<file path="src/rtl/cp0_regfile.sv">
// System Control Coprocessor (CP0) register file for the writeback stage.
// Holds BadVAddr, Count, Compare, Status, Cause and EPC, and raises the timer and pending-interrupt request.
module cp0_regfile #(
  parameter int unsigned CNT_DIV    = 2,
  parameter logic [31:0] STATUS_RST = 32'h0040_0000
) (
  input  logic        clk,
  input  logic        resetn,
  input  logic        wb_ex,
  input  logic        wb_bd,
  input  logic [4:0]  wb_excode,
  input  logic [31:0] wb_pc,
  input  logic [31:0] wb_badvaddr,
  input  logic        eret_flush,
  input  logic [5:0]  ext_int_in,
  input  logic [7:0]  cp0_addr,
  input  logic        mtc0_we,
  input  logic [31:0] cp0_wdata,
  output logic [31:0] cp0_rdata,
  output logic [31:0] cp0_epc,
  output logic [31:0] cp0_status,
  output logic [31:0] cp0_cause,
  output logic        has_int
);

  localparam logic [7:0] ADDR_BADVADDR = 8'h40;
  localparam logic [7:0] ADDR_COUNT    = 8'h48;
  localparam logic [7:0] ADDR_COMPARE  = 8'h58;
  localparam logic [7:0] ADDR_STATUS   = 8'h60;
  localparam logic [7:0] ADDR_CAUSE    = 8'h68;
  localparam logic [7:0] ADDR_EPC      = 8'h70;

  localparam int unsigned TW = (CNT_DIV > 1) ? $clog2(CNT_DIV) : 1;

  localparam logic [4:0] EXC_ADEL = 5'h04;
  localparam logic [4:0] EXC_ADES = 5'h05;

  logic [31:0]   badvaddr_q, badvaddr_d;
  logic [31:0]   count_q, count_d;
  logic [31:0]   compare_q, compare_d;
  logic [31:0]   epc_q, epc_d;
  logic [TW-1:0] tick_q, tick_d;
  logic [7:0]    im_q, im_d;
  logic          exl_q, exl_d;
  logic          ie_q, ie_d;
  logic          bd_q, bd_d;
  logic          ti_q, ti_d;
  logic [1:0]    ip_sw_q, ip_sw_d;
  logic [5:0]    ip_hw_q, ip_hw_d;
  logic [4:0]    excode_q, excode_d;
  logic          has_int_q, has_int_d;

  logic        we_count, we_compare, we_status, we_cause, we_epc;
  logic        wrap, inc;
  logic [31:0] count_inc;
  logic [7:0]  cause_ip;

  assign we_count   = mtc0_we && (cp0_addr == ADDR_COUNT);
  assign we_compare = mtc0_we && (cp0_addr == ADDR_COMPARE);
  assign we_status  = mtc0_we && (cp0_addr == ADDR_STATUS);
  assign we_cause   = mtc0_we && (cp0_addr == ADDR_CAUSE);
  assign we_epc     = mtc0_we && (cp0_addr == ADDR_EPC);

  assign wrap      = (CNT_DIV == 1) || (tick_q == TW'(CNT_DIV - 1));
  assign inc       = wrap && !we_count;
  assign count_inc = count_q + 32'd1;

  // IP[7] is shared between external line 5 and the timer interrupt.
  assign cause_ip   = {ip_hw_q[5] | ti_q, ip_hw_q[4:0], ip_sw_q};
  assign cp0_status = {9'b0, 1'b1, 6'b0, im_q, 6'b0, exl_q, ie_q};
  assign cp0_cause  = {bd_q, ti_q, 14'b0, cause_ip, 1'b0, excode_q, 2'b0};
  assign cp0_epc    = epc_q;
  assign has_int    = has_int_q;

  always_comb begin
    cp0_rdata = 32'h0;
    case (cp0_addr)
      ADDR_BADVADDR: cp0_rdata = badvaddr_q;
      ADDR_COUNT:    cp0_rdata = count_q;
      ADDR_COMPARE:  cp0_rdata = compare_q;
      ADDR_STATUS:   cp0_rdata = cp0_status;
      ADDR_CAUSE:    cp0_rdata = cp0_cause;
      ADDR_EPC:      cp0_rdata = epc_q;
      default:       cp0_rdata = 32'h0;
    endcase
  end

  // NOTE: every next-state signal gets a default first, so no path can infer a latch.
  always_comb begin
    badvaddr_d = badvaddr_q;
    count_d    = count_q;
    compare_d  = compare_q;
    epc_d      = epc_q;
    tick_d     = (CNT_DIV == 1) ? '0 : tick_q + TW'(1);
    im_d       = im_q;
    exl_d      = exl_q;
    ie_d       = ie_q;
    bd_d       = bd_q;
    ti_d       = ti_q;
    ip_sw_d    = ip_sw_q;
    ip_hw_d    = ext_int_in;
    excode_d   = excode_q;

    if (we_count)    count_d = cp0_wdata;
    else if (inc)    count_d = count_inc;

    if (we_compare) begin
      compare_d = cp0_wdata;
      ti_d      = 1'b0;
    end else if (inc && (count_inc == compare_q)) begin
      ti_d = 1'b1;
    end

    if (we_status) begin
      im_d  = cp0_wdata[15:8];
      exl_d = cp0_wdata[1];
      ie_d  = cp0_wdata[0];
    end
    if (we_cause) ip_sw_d = cp0_wdata[9:8];
    if (we_epc)   epc_d   = cp0_wdata;

    // Exception beats eret, which beats an mtc0 write, on the shared fields.
    if (wb_ex) begin
      exl_d    = 1'b1;
      excode_d = wb_excode;
      if (!exl_q) begin
        epc_d = wb_bd ? wb_pc - 32'd4 : wb_pc;
        bd_d  = wb_bd;
      end
      if (wb_excode == EXC_ADEL || wb_excode == EXC_ADES) badvaddr_d = wb_badvaddr;
    end else if (eret_flush) begin
      exl_d = 1'b0;
    end

    has_int_d = (|(cause_ip & im_q)) && ie_q && !exl_q;
  end

  // NOTE: sequential state updates use non-blocking assignments only.
  always_ff @(posedge clk) begin
    if (!resetn) begin
      badvaddr_q <= 32'h0;
      count_q    <= 32'h0;
      compare_q  <= 32'h0;
      epc_q      <= 32'h0;
      tick_q     <= '0;
      im_q       <= STATUS_RST[15:8];
      exl_q      <= STATUS_RST[1];
      ie_q       <= STATUS_RST[0];
      bd_q       <= 1'b0;
      ti_q       <= 1'b0;
      ip_sw_q    <= 2'b0;
      ip_hw_q    <= 6'b0;
      excode_q   <= 5'b0;
      has_int_q  <= 1'b0;
    end else begin
      badvaddr_q <= badvaddr_d;
      count_q    <= count_d;
      compare_q  <= compare_d;
      epc_q      <= epc_d;
      tick_q     <= tick_d;
      im_q       <= im_d;
      exl_q      <= exl_d;
      ie_q       <= ie_d;
      bd_q       <= bd_d;
      ti_q       <= ti_d;
      ip_sw_q    <= ip_sw_d;
      ip_hw_q    <= ip_hw_d;
      excode_q   <= excode_d;
      has_int_q  <= has_int_d;
    end
  end

endmodule

</file>
<file path="config.mk">
export PLATFORM = sky130hd
export DESIGN_NAME = cp0_regfile
export DESIGN_NICKNAME = d
export VERILOG_FILES = /design/src/rtl/cp0_regfile.sv
export SDC_FILE = /design/constraint.sdc
export NUM_CORES = 1
export LEC_CHECK = 0
export ABC_CLOCK_PERIOD_IN_PS = 3350
export CORE_UTILIZATION = 46
export CTS_CLUSTER_SIZE = 30
export DETAILED_ROUTE_END_ITERATION = 16
export PLACE_DENSITY = 0.75
export SETUP_SLACK_MARGIN = 0.1
export SLEW_MARGIN = 10
export SYNTH_ARGS = -nofsm -noshare
export SYNTH_HDL_FRONTEND = slang
export SYNTH_SLANG_ARGS = --single-unit
</file>
<file path="constraint.sdc">
create_clock -name clk -period 3.35 [get_ports clk]
set_input_delay 0.67 -clock clk [delete_from_list [all_inputs] [get_ports clk]]
set_output_delay 0.67 -clock clk [all_outputs]
set_load 0.02 [all_outputs]
</file>
After elaboration in Yosys (flattened, before gate mapping)

Index checks and enable logic that the tools add are counted.

Register bits: 155
Input bits: 121
Output and inout bits: 129
Logic and storage cells: 58

Add/subtract/negate cells: 3
Equal/unequal tests: 9
Mux-type cells: 10
Bitwise gates (word level): 4
Reductions and logical operators: 18

Operator list:

| operator                                             | count |
|---|---|
| 2-to-1 mux 32 bit                                    | 6 |
| case mux 32 bit (6 select lines)                     | 1 |
| equality test 8 x 7 -> 1 bit (second input constant) | 6 |
| adder 32 x 1 -> 32 bit (second input constant)       | 1 |
| equality test 32 bit                                 | 1 |
| subtractor 32 x 3 -> 32 bit (second input constant)  | 1 |
| equality test 5 x 3 -> 1 bit (second input constant) | 2 |
| logical AND 1 bit                                    | 9 |
| bitwise AND 8 bit                                    | 1 |
| OR reduction 8 bit                                   | 1 |
| AND reduction 2 bit                                  | 2 |
| 2-to-1 mux 1 bit                                     | 3 |
| nonzero test 3 bit                                   | 1 |
| logical NOT 1 bit                                    | 2 |
| NOT 1 bit                                            | 2 |
| nonzero test 2 bit                                   | 1 |
| OR reduction 2 bit                                   | 1 |
| adder 1 bit (second input constant)                  | 1 |
| logical OR 1 bit                                     | 1 |
| OR 1 bit                                             | 1 |

Logic depth before layout (Yosys ltp)

Gate-level depths: netlist of the first run.

Depth in word-level cells: 6
Depth in mapped cells: 9
Depth with buffers taken out: 9

Worst setup path before layout of the first run

Ideal clock, no wire load.

Path kind: input port to output port
From: input cp0_addr[0]
To: output cp0_rdata[10]
Data arrival time: 2710 ps
Required time: 2680 ps
Setup slack: -30 ps
Stages: 6
Path through: or4b_1 > or2_2 > nor2_1 > buf_2 > a22oi_1 > o21ai_0

Word-level cells in the longest chain between the ends: 2
Elaborated cells on any way between the ends: 7
Classes of those cells: eq/ne: 6; mux: 1

Ends and longest elaborated chain:

| what                               | RTL line | text |
|---|---|---|
| from (decl)                        | 16       | `input logic [7:0] cp0_addr,` |
| equality test 8 x 7 -> 1 bit       | 77       | `case (cp0_addr)` |
| case mux 32 bit (6 select lines) * | 77       |  |
| to (decl)                          | 19       | `output logic [31:0] cp0_rdata,` |

Every way passes the cells marked *; elsewhere a longest branch is shown, timed or not.

Worst setup path in the final report of the first run

From: input cp0_addr[0]
To: output cp0_rdata[11]

Same word-level chain as after synthesis.

==> results of run 1 <==
report_power, final:
part	switching, mW	total (mW)	internal [mW]
clock network	0.802	1.84	1.04
logic	0.334	0.615	0.281
registers	0.0621	1.96	1.89
total	1.20	4.41	3.21
layout make-up:
class | instances | area [um2]
diodes | 1 | 2.50
clock buffers | 22 | 454
clock inverters | 10 | 95.1
fillers | 1728 | 7350
inverters | 10 | 40.0
multi-input cells | 886 | 5610
flip-flops and latches | 155 | 3100
well taps | 265 | 332
repair buffers | 280 | 2610
flip-flops by register name, indices dropped and copies added, names as in the netlist:
register and cells:
compare_q 32, has_int 1, ti_q 1, tick_q 1, cp0_epc 32, ip_hw_q 6, exl_q 1, bd_q 1
badvaddr_q 32, im_q 8, ip_sw_q 2, count_q 32, excode_q 5, ie_q 1
metal layers:
| metal | vias up | wire, um | global-route usage [%] |
|---|---|---|---|
| li1 | 4454 | - | - |
| met2 | 557 | 15100 | 49.0 |
| met5 | - | 0 | 0 |
| met4 | 0 | 857 | 11.6 |
| met3 | 66 | 3570 | 6.86 |
| met1 | 4589 | 14400 | 45.9 |
cell usage in the layout, fill, tap and decap left out, drive strengths merged, types with 26 or more instances in the layout:
master         netlist  final
a22oi               36     36
xor2                54     54
a311oi              28     28
a211oi              37     37
conb                 2     39
nor2               141    141
clkdlybuf4s50        0    172
nand4               26     26
buf                 86    102
nand2              139    139
mux2i               57     57
a21oi               49     49
dfxtp              155    155
xnor2               44     44
nand3               51     51
through the flow:
stage	hold WS (ns)	setup WS, ns
after floorplan	0.436	0.101
after global placement	0.444	-0.781
after detailed placement	0.448	-0.886
after CTS	0.456	0.0336
after global routing	0.478	-0.0317
final	0.459	0.00559
cells by family (layout without fill, tap and decap cells):
kind of cell	count (synthesis)	in the layout	share of synthesized area (%)
buffers and inverters	155	322	8.80
other	2	40	0.0811
and+or+nand+nor	459	459	23.6
AOI/OAI and AO/OA	227	227	17.7
muxes	61	61	6.65
adders and majority gates	2	2	0.270
xor gates and xnor gates	98	98	9.35
DFF	155	155	33.5
what timing repair did:
| item | CTS | global route |
|---|---|---|
| gates cloned | 3 | 0 |
| setup endpoints to repair | 38 | 32 |
| gates resized for setup | 179 | 20 |
| hold buffers | 0 | 0 |
| setup buffers | 5 | 1 |
| pin swaps | 8 | 7 |
worst max path at each step:
| stage | start | to | slack (ns) | depth (start not counted) |
|---|---|---|---|---|
| after floorplan | cp0_addr[0] | cp0_rdata[15] | 0.10 | 7 |
| after global placement | cp0_addr[0] | cp0_rdata[14] | -0.78 | 9 |
| after detailed placement | cp0_addr[0] | cp0_rdata[14] | -0.89 | 9 |
| after CTS | cp0_addr[7] | cp0_rdata[11] | 0.03 | 10 |
| after global routing | cp0_addr[0] | cp0_rdata[11] | -0.03 | 11 |
| final | cp0_addr[0] | cp0_rdata[11] | 0.006 | 11 |
critical path, cell delays in order:
cell	delay, ns
buf_6	0.09
or4b_4	0.55
or2_4	0.27
buf_6	0.14
nor3_4	0.21
buf_6	0.16
buf_6	0.10
a222oi_1	0.07
a21boi_2	0.17
o21ai_1	0.09
buf_4	0.17
==> flow_metrics.py, run 1 <==
metrics = {
    "outcome": {
        "status": "completed",
    },
    "global_route": {
        "track_usage_pct": 32.7,
        "grt_pass1_wl_mm": 50.7,
        "grt_max_degree": 145,
        "antenna_found_initial": 1,
        "grt_pass1_vias": 8635,
        "grt_overflow": 0,
    },
    "logic_synthesis": {
        "synth.most_common_cell": "dfxtp_1",
        "synth_common_cells": "dfxtp_1 (155), nor2_1 (141), nand2_1 (139)",
        "ys_ff_latch": 155,
        "yosys_warnings": 0,
        "yosys.area.top_type": "dfxtp_1",
        "synth_edf_count": 0,
        "ys_async_sr_fraction_pct": 0,
        "ys_seq_area_share_pct": 33.5,
        "syn_avg_cell_area_um2": 7.99,
        "syn-cell-area_um2": 9260,
        "netlist_instances": 1159,
        "synthFlopType": "dfxtp_1",
        "synth_area_leaders": "dfxtp_1 (34%), mux2i_1 (6.2%), nor2_1 (5.7%)",
        "yosys.area.top_type_share_pct": 33.5,
        "synth.distinct_cells": 68,
    },
    "placement": {
        "place_inst": 1587,
        "place_area_um2": 11600,
        "hpwl_mm": 25.6,
        "gp_congestion": 0.950,
        "portBuffers": 210,
    },
    "hold_path": {
        "hold_path_end": "badvaddr_q[0]$_SDFFE_PN0P_",
        "hold_class": "register to register",
        "min_from": "badvaddr_q[0]$_SDFFE_PN0P_",
        "min_path_cells": 2,
    },
    "worst_setup_path": {
        "ff2ff_path_depth": 8,
        "crit_required_ns": 2.68,
        "start_kind": "input pin",
        "critical_path_class": "input pin to primary output",
        "arrival_ns": 2.67,
        "cp_max_fo": 5,
        "r2r-end": "ti_q$_SDFFE_PP0P_",
        "r2r_slack_ns": 0.64,
        "critical_path.endpoint_type": "primary output",
        "r2r_start": "count_q[0]$_SDFFE_PN0P_",
    },
    "die": {
        "num_rows": 51,
        "io_pins": 250,
        "die_area_um2": 20700,
        "fp.dieH_um": 144,
        "dieWidth_um": 144,
        "start_util_pct": 47.3,
        "core-area_um2": 19600,
    },
    "timing": {
        "maxClockFrequency_mhz": 299,
        "fin_crit_sh_pct": 99.8,
        "skew_ns": 0.00882,
        "slew_headroom_pct": 44.4,
        "worst_slew_pin_slew_ns": 0.834,
        "hold_viol": 0,
        "timing.final.crit_period_ns": 3.34,
        "rsz0062_at_grt": "yes",
        "finalSetupTns_ns": 0,
        "slew_violations": 0,
        "setup_viol": 0,
    },
    "route": {
        "drc": 0,
        "dr.pass1.iters": 7,
        "drt_iter0_markers": 1132,
        "vias": 9666,
        "via_per_inst": 5.93,
        "wl_per_cell_um": 20.9,
        "ant_nets": 0,
        "routed_wl_mm": 34.0,
    },
    "power": {
        "irDropWorstVdd_mv": 0.342,
        "p_leak_nw": 4.42,
        "power_density_nw_per_um2": 361,
        "p_total_mw": 4.41,
    },
    "clocking": {
        "cts_made_buffers": 17,
        "htree_levels": 4,
        "insertion_delay_ns": 0.43,
        "clk_root_buffer_cell": "clkbuf_16",
        "cts_max_path_buffers": 2,
        "cts_tree": "built",
        "clock_sinks": 155,
        "clk_pin_slew_ns": 0.07,
    },
    "cells_and_area": {
        "finalNetCount": 1473,
        "layout-drive-gt1-share_pct": 13.1,
        "fin_cells": 1629,
        "final_area_um2": 12200,
        "utilization_pct": 62.5,
        "syn2layout_area_growth_pct": 32.2,
    },
    "flow_run": {
        "maxCapViolations": 0,
    },
}
Note: power is estimated with default switching activity, not from simulation.
==> run 2: changes to the inputs <==
--- a/config.mk
+++ b/config.mk
@@ -6,6 +6,7 @@
 export NUM_CORES = 1
 export LEC_CHECK = 0
 export ABC_CLOCK_PERIOD_IN_PS = 3350
+export CORE_MARGIN = 1
 export CORE_UTILIZATION = 46
 export CTS_CLUSTER_SIZE = 30
 export DETAILED_ROUTE_END_ITERATION = 16
==> results of run 2 <==
The final DEF is identical to that of run 1; final timing and power are the same.
==> run 3: changes to the inputs <==
--- a/config.mk
+++ b/config.mk
@@ -11,6 +11,7 @@
 export CTS_CLUSTER_SIZE = 30
 export DETAILED_ROUTE_END_ITERATION = 16
 export PLACE_DENSITY = 0.75
+export REMOVE_ABC_BUFFERS = 1
 export SETUP_SLACK_MARGIN = 0.1
 export SLEW_MARGIN = 10
 export SYNTH_ARGS = -nofsm -noshare
==> flow_metrics.py, run 3 (synthesis gave the netlist of run 1 again) <==
metrics = {
    "timing": {
        "slew_violations": 0,
        "slew_headroom_pct": 41.0,
        "setup_viol": 0,
        "skew_ns": 0.00550,
        "hold_viol": 0,
        "timing.final.crit_period_ns": 3.32,
        "fin_crit_sh_pct": 99.2,
        "worst_slew_pin_slew_ns": 0.885,
        "finalSetupTns_ns": 0,
        "rsz0062_at_grt": "yes",
        "maxClockFrequency_mhz": 301,
    },
    "placement": {
        "hpwl_mm": 22.4,
        "portBuffers": 210,
        "gp_congestion": 0.920,
    },
    "route": {
        "drc": 0,
        "dr.pass1.iters": 6,
        "via_per_inst": 5.96,
        "routed_wl_mm": 33.0,
        "drt_iter0_markers": 1096,
        "ant_nets": 0,
        "vias": 9727,
        "wl_per_cell_um": 20.3,
    },
    "cells_and_area": {
        "diodes": 0,
        "multi_input_area_um2": 5640,
        "final_cell_mix": "clkdlybuf4s50_1 (174), dfxtp_1 (155), nand2_1 (139)",
        "layout-drive-gt1-share_pct": 14.1,
        "syn2layout_area_growth_pct": 36.5,
        "final_common_cell": "clkdlybuf4s50_1",
        "nFillCells": 1687,
        "finalNetCount": 1476,
        "regArea_um2": 3100,
    },
    "die": {
        "fp.dieH_um": 144,
        "die_area_um2": 20700,
        "io_pins": 250,
        "num_rows": 51,
        "core-area_um2": 19600,
        "start_util_pct": 47.3,
        "dieWidth_um": 144,
    },
    "power": {
        "power_density_nw_per_um2": 366,
        "p_leak_nw": 4.52,
        "irDropWorstVdd_mv": 0.331,
        "p_total_mw": 4.63,
    },
    "worst_setup_path": {
        "critical_path_class": "input pin to primary output",
        "crit_required_ns": 2.68,
        "critical_path.endpoint_type": "primary output",
        "cp_max_fo": 4,
        "start_kind": "input pin",
        "arrival_ns": 2.65,
    },
    "outcome": {
        "status": "completed",
    },
    "clocking": {
        "clk_pin_slew_ns": 0.06,
        "cts_max_path_buffers": 2,
        "cts_hold_buf": 0,
        "cts_made_buffers": 17,
        "htree_levels": 4,
        "cts_tree": "built",
        "clock_sinks": 155,
        "insertion_delay_ns": 0.44,
        "clk_root_buffer_cell": "clkbuf_16",
    },
    "global_route": {
        "grt_max_degree": 145,
        "grt_use_met3_pct": 6.20,
        "grt_pass1_vias": 8954,
        "grt_overflow": 0,
        "grt_pass1_wl_mm": 49.1,
        "grt_use_met2_pct": 49.7,
        "antenna_found_initial": 0,
        "top_usage_layer": "met2",
        "track_usage_pct": 31.3,
        "grt_util_met1_pct": 41.8,
    },
    "flow_run": {
        "maxCapViolations": 0,
    },
    "hold_path": {
        "hold_class": "register to register",
    },
}
==> run 3: cell types whose count changed in the layout (fill, tap and decap cells not counted), sizes merged, moves of 2 or more <==
| cell | delta |
|---|---|
| clkbuf | -4 |
| bufinv | +3 |
| buf | -2 |
| clkinv | +3 |
| clkdlybuf4s50 | +2 |
| clkdlybuf4s15 | +4 |
==> run 3: final timing paths <==
kind,cells after the start,slack [ns],startpoint,to
worst min-delay path,2,0.46,badvaddr_q[20]$_SDFFE_PN0P_,badvaddr_q[20]$_SDFFE_PN0P_
worst max register to register,7,0.52,count_q[0]$_SDFFE_PN0P_,count_q[22]$_SDFFE_PN0P_
worst min register to register,2,0.46,badvaddr_q[20]$_SDFFE_PN0P_,badvaddr_q[20]$_SDFFE_PN0P_
worst max-delay path,7,0.03,cp0_addr[2],cp0_rdata[1]
==> run 3: stage by stage <==
step,utilization [%],cells,setup slack [ns],hold WS [ns],area [um2]
final,64.5,1631,0.0262,0.456,12600
after global placement,59.4,1582,-0.804,0.441,11600
after global routing,64.5,1631,-0.0618,0.479,12600
after floorplan,-,1051,-3.12,0.436,8620
after detailed placement,59.4,1582,-0.833,0.448,11600
after CTS,62.8,1618,0.0106,0.458,12300
==> run 3: per-layer routing <==
metal  vias up  wire length [um]
met3        81              3240
met2       601             14900
met4         0               945
li1       4459                 -
met1      4586             14000
met5         -                 0
==> run 3: critical path, cell delays in order <==
cell and delay [ns]:
buf_6 0.09, or4b_4 0.56, or2_4 0.28, nor4_1 0.37
a22oi_1 0.19, o21ai_1 0.16, clkdlybuf4s15_1 0.33
==> run 3: layout make-up <==
cell class	count	share of cell area, %
Multi-Input combinational cell	886	44.7
Sequential cell	155	24.6
Timing Repair Buffer	283	22.9
Clock buffer	17	3.37
Tap cell	265	2.62
Clock inverter	15	1.58
Inverter	10	0.317
==> run 3: power breakdown <==
part	internal, mW	switching (mW)	total (mW)
sequential	1.89	0.0518	1.94
combinational	0.286	0.329	0.615
clock	1.24	0.825	2.07
==> run 3: timing repair <==
action / 4_1_cts / 5_1_grt
buffers inserted: 2 / 10
pin swaps: 12 / 28
endpoints found under the setup margin: 32 / 32
resized for setup: 213 / 53
gates cloned: 2 / 3
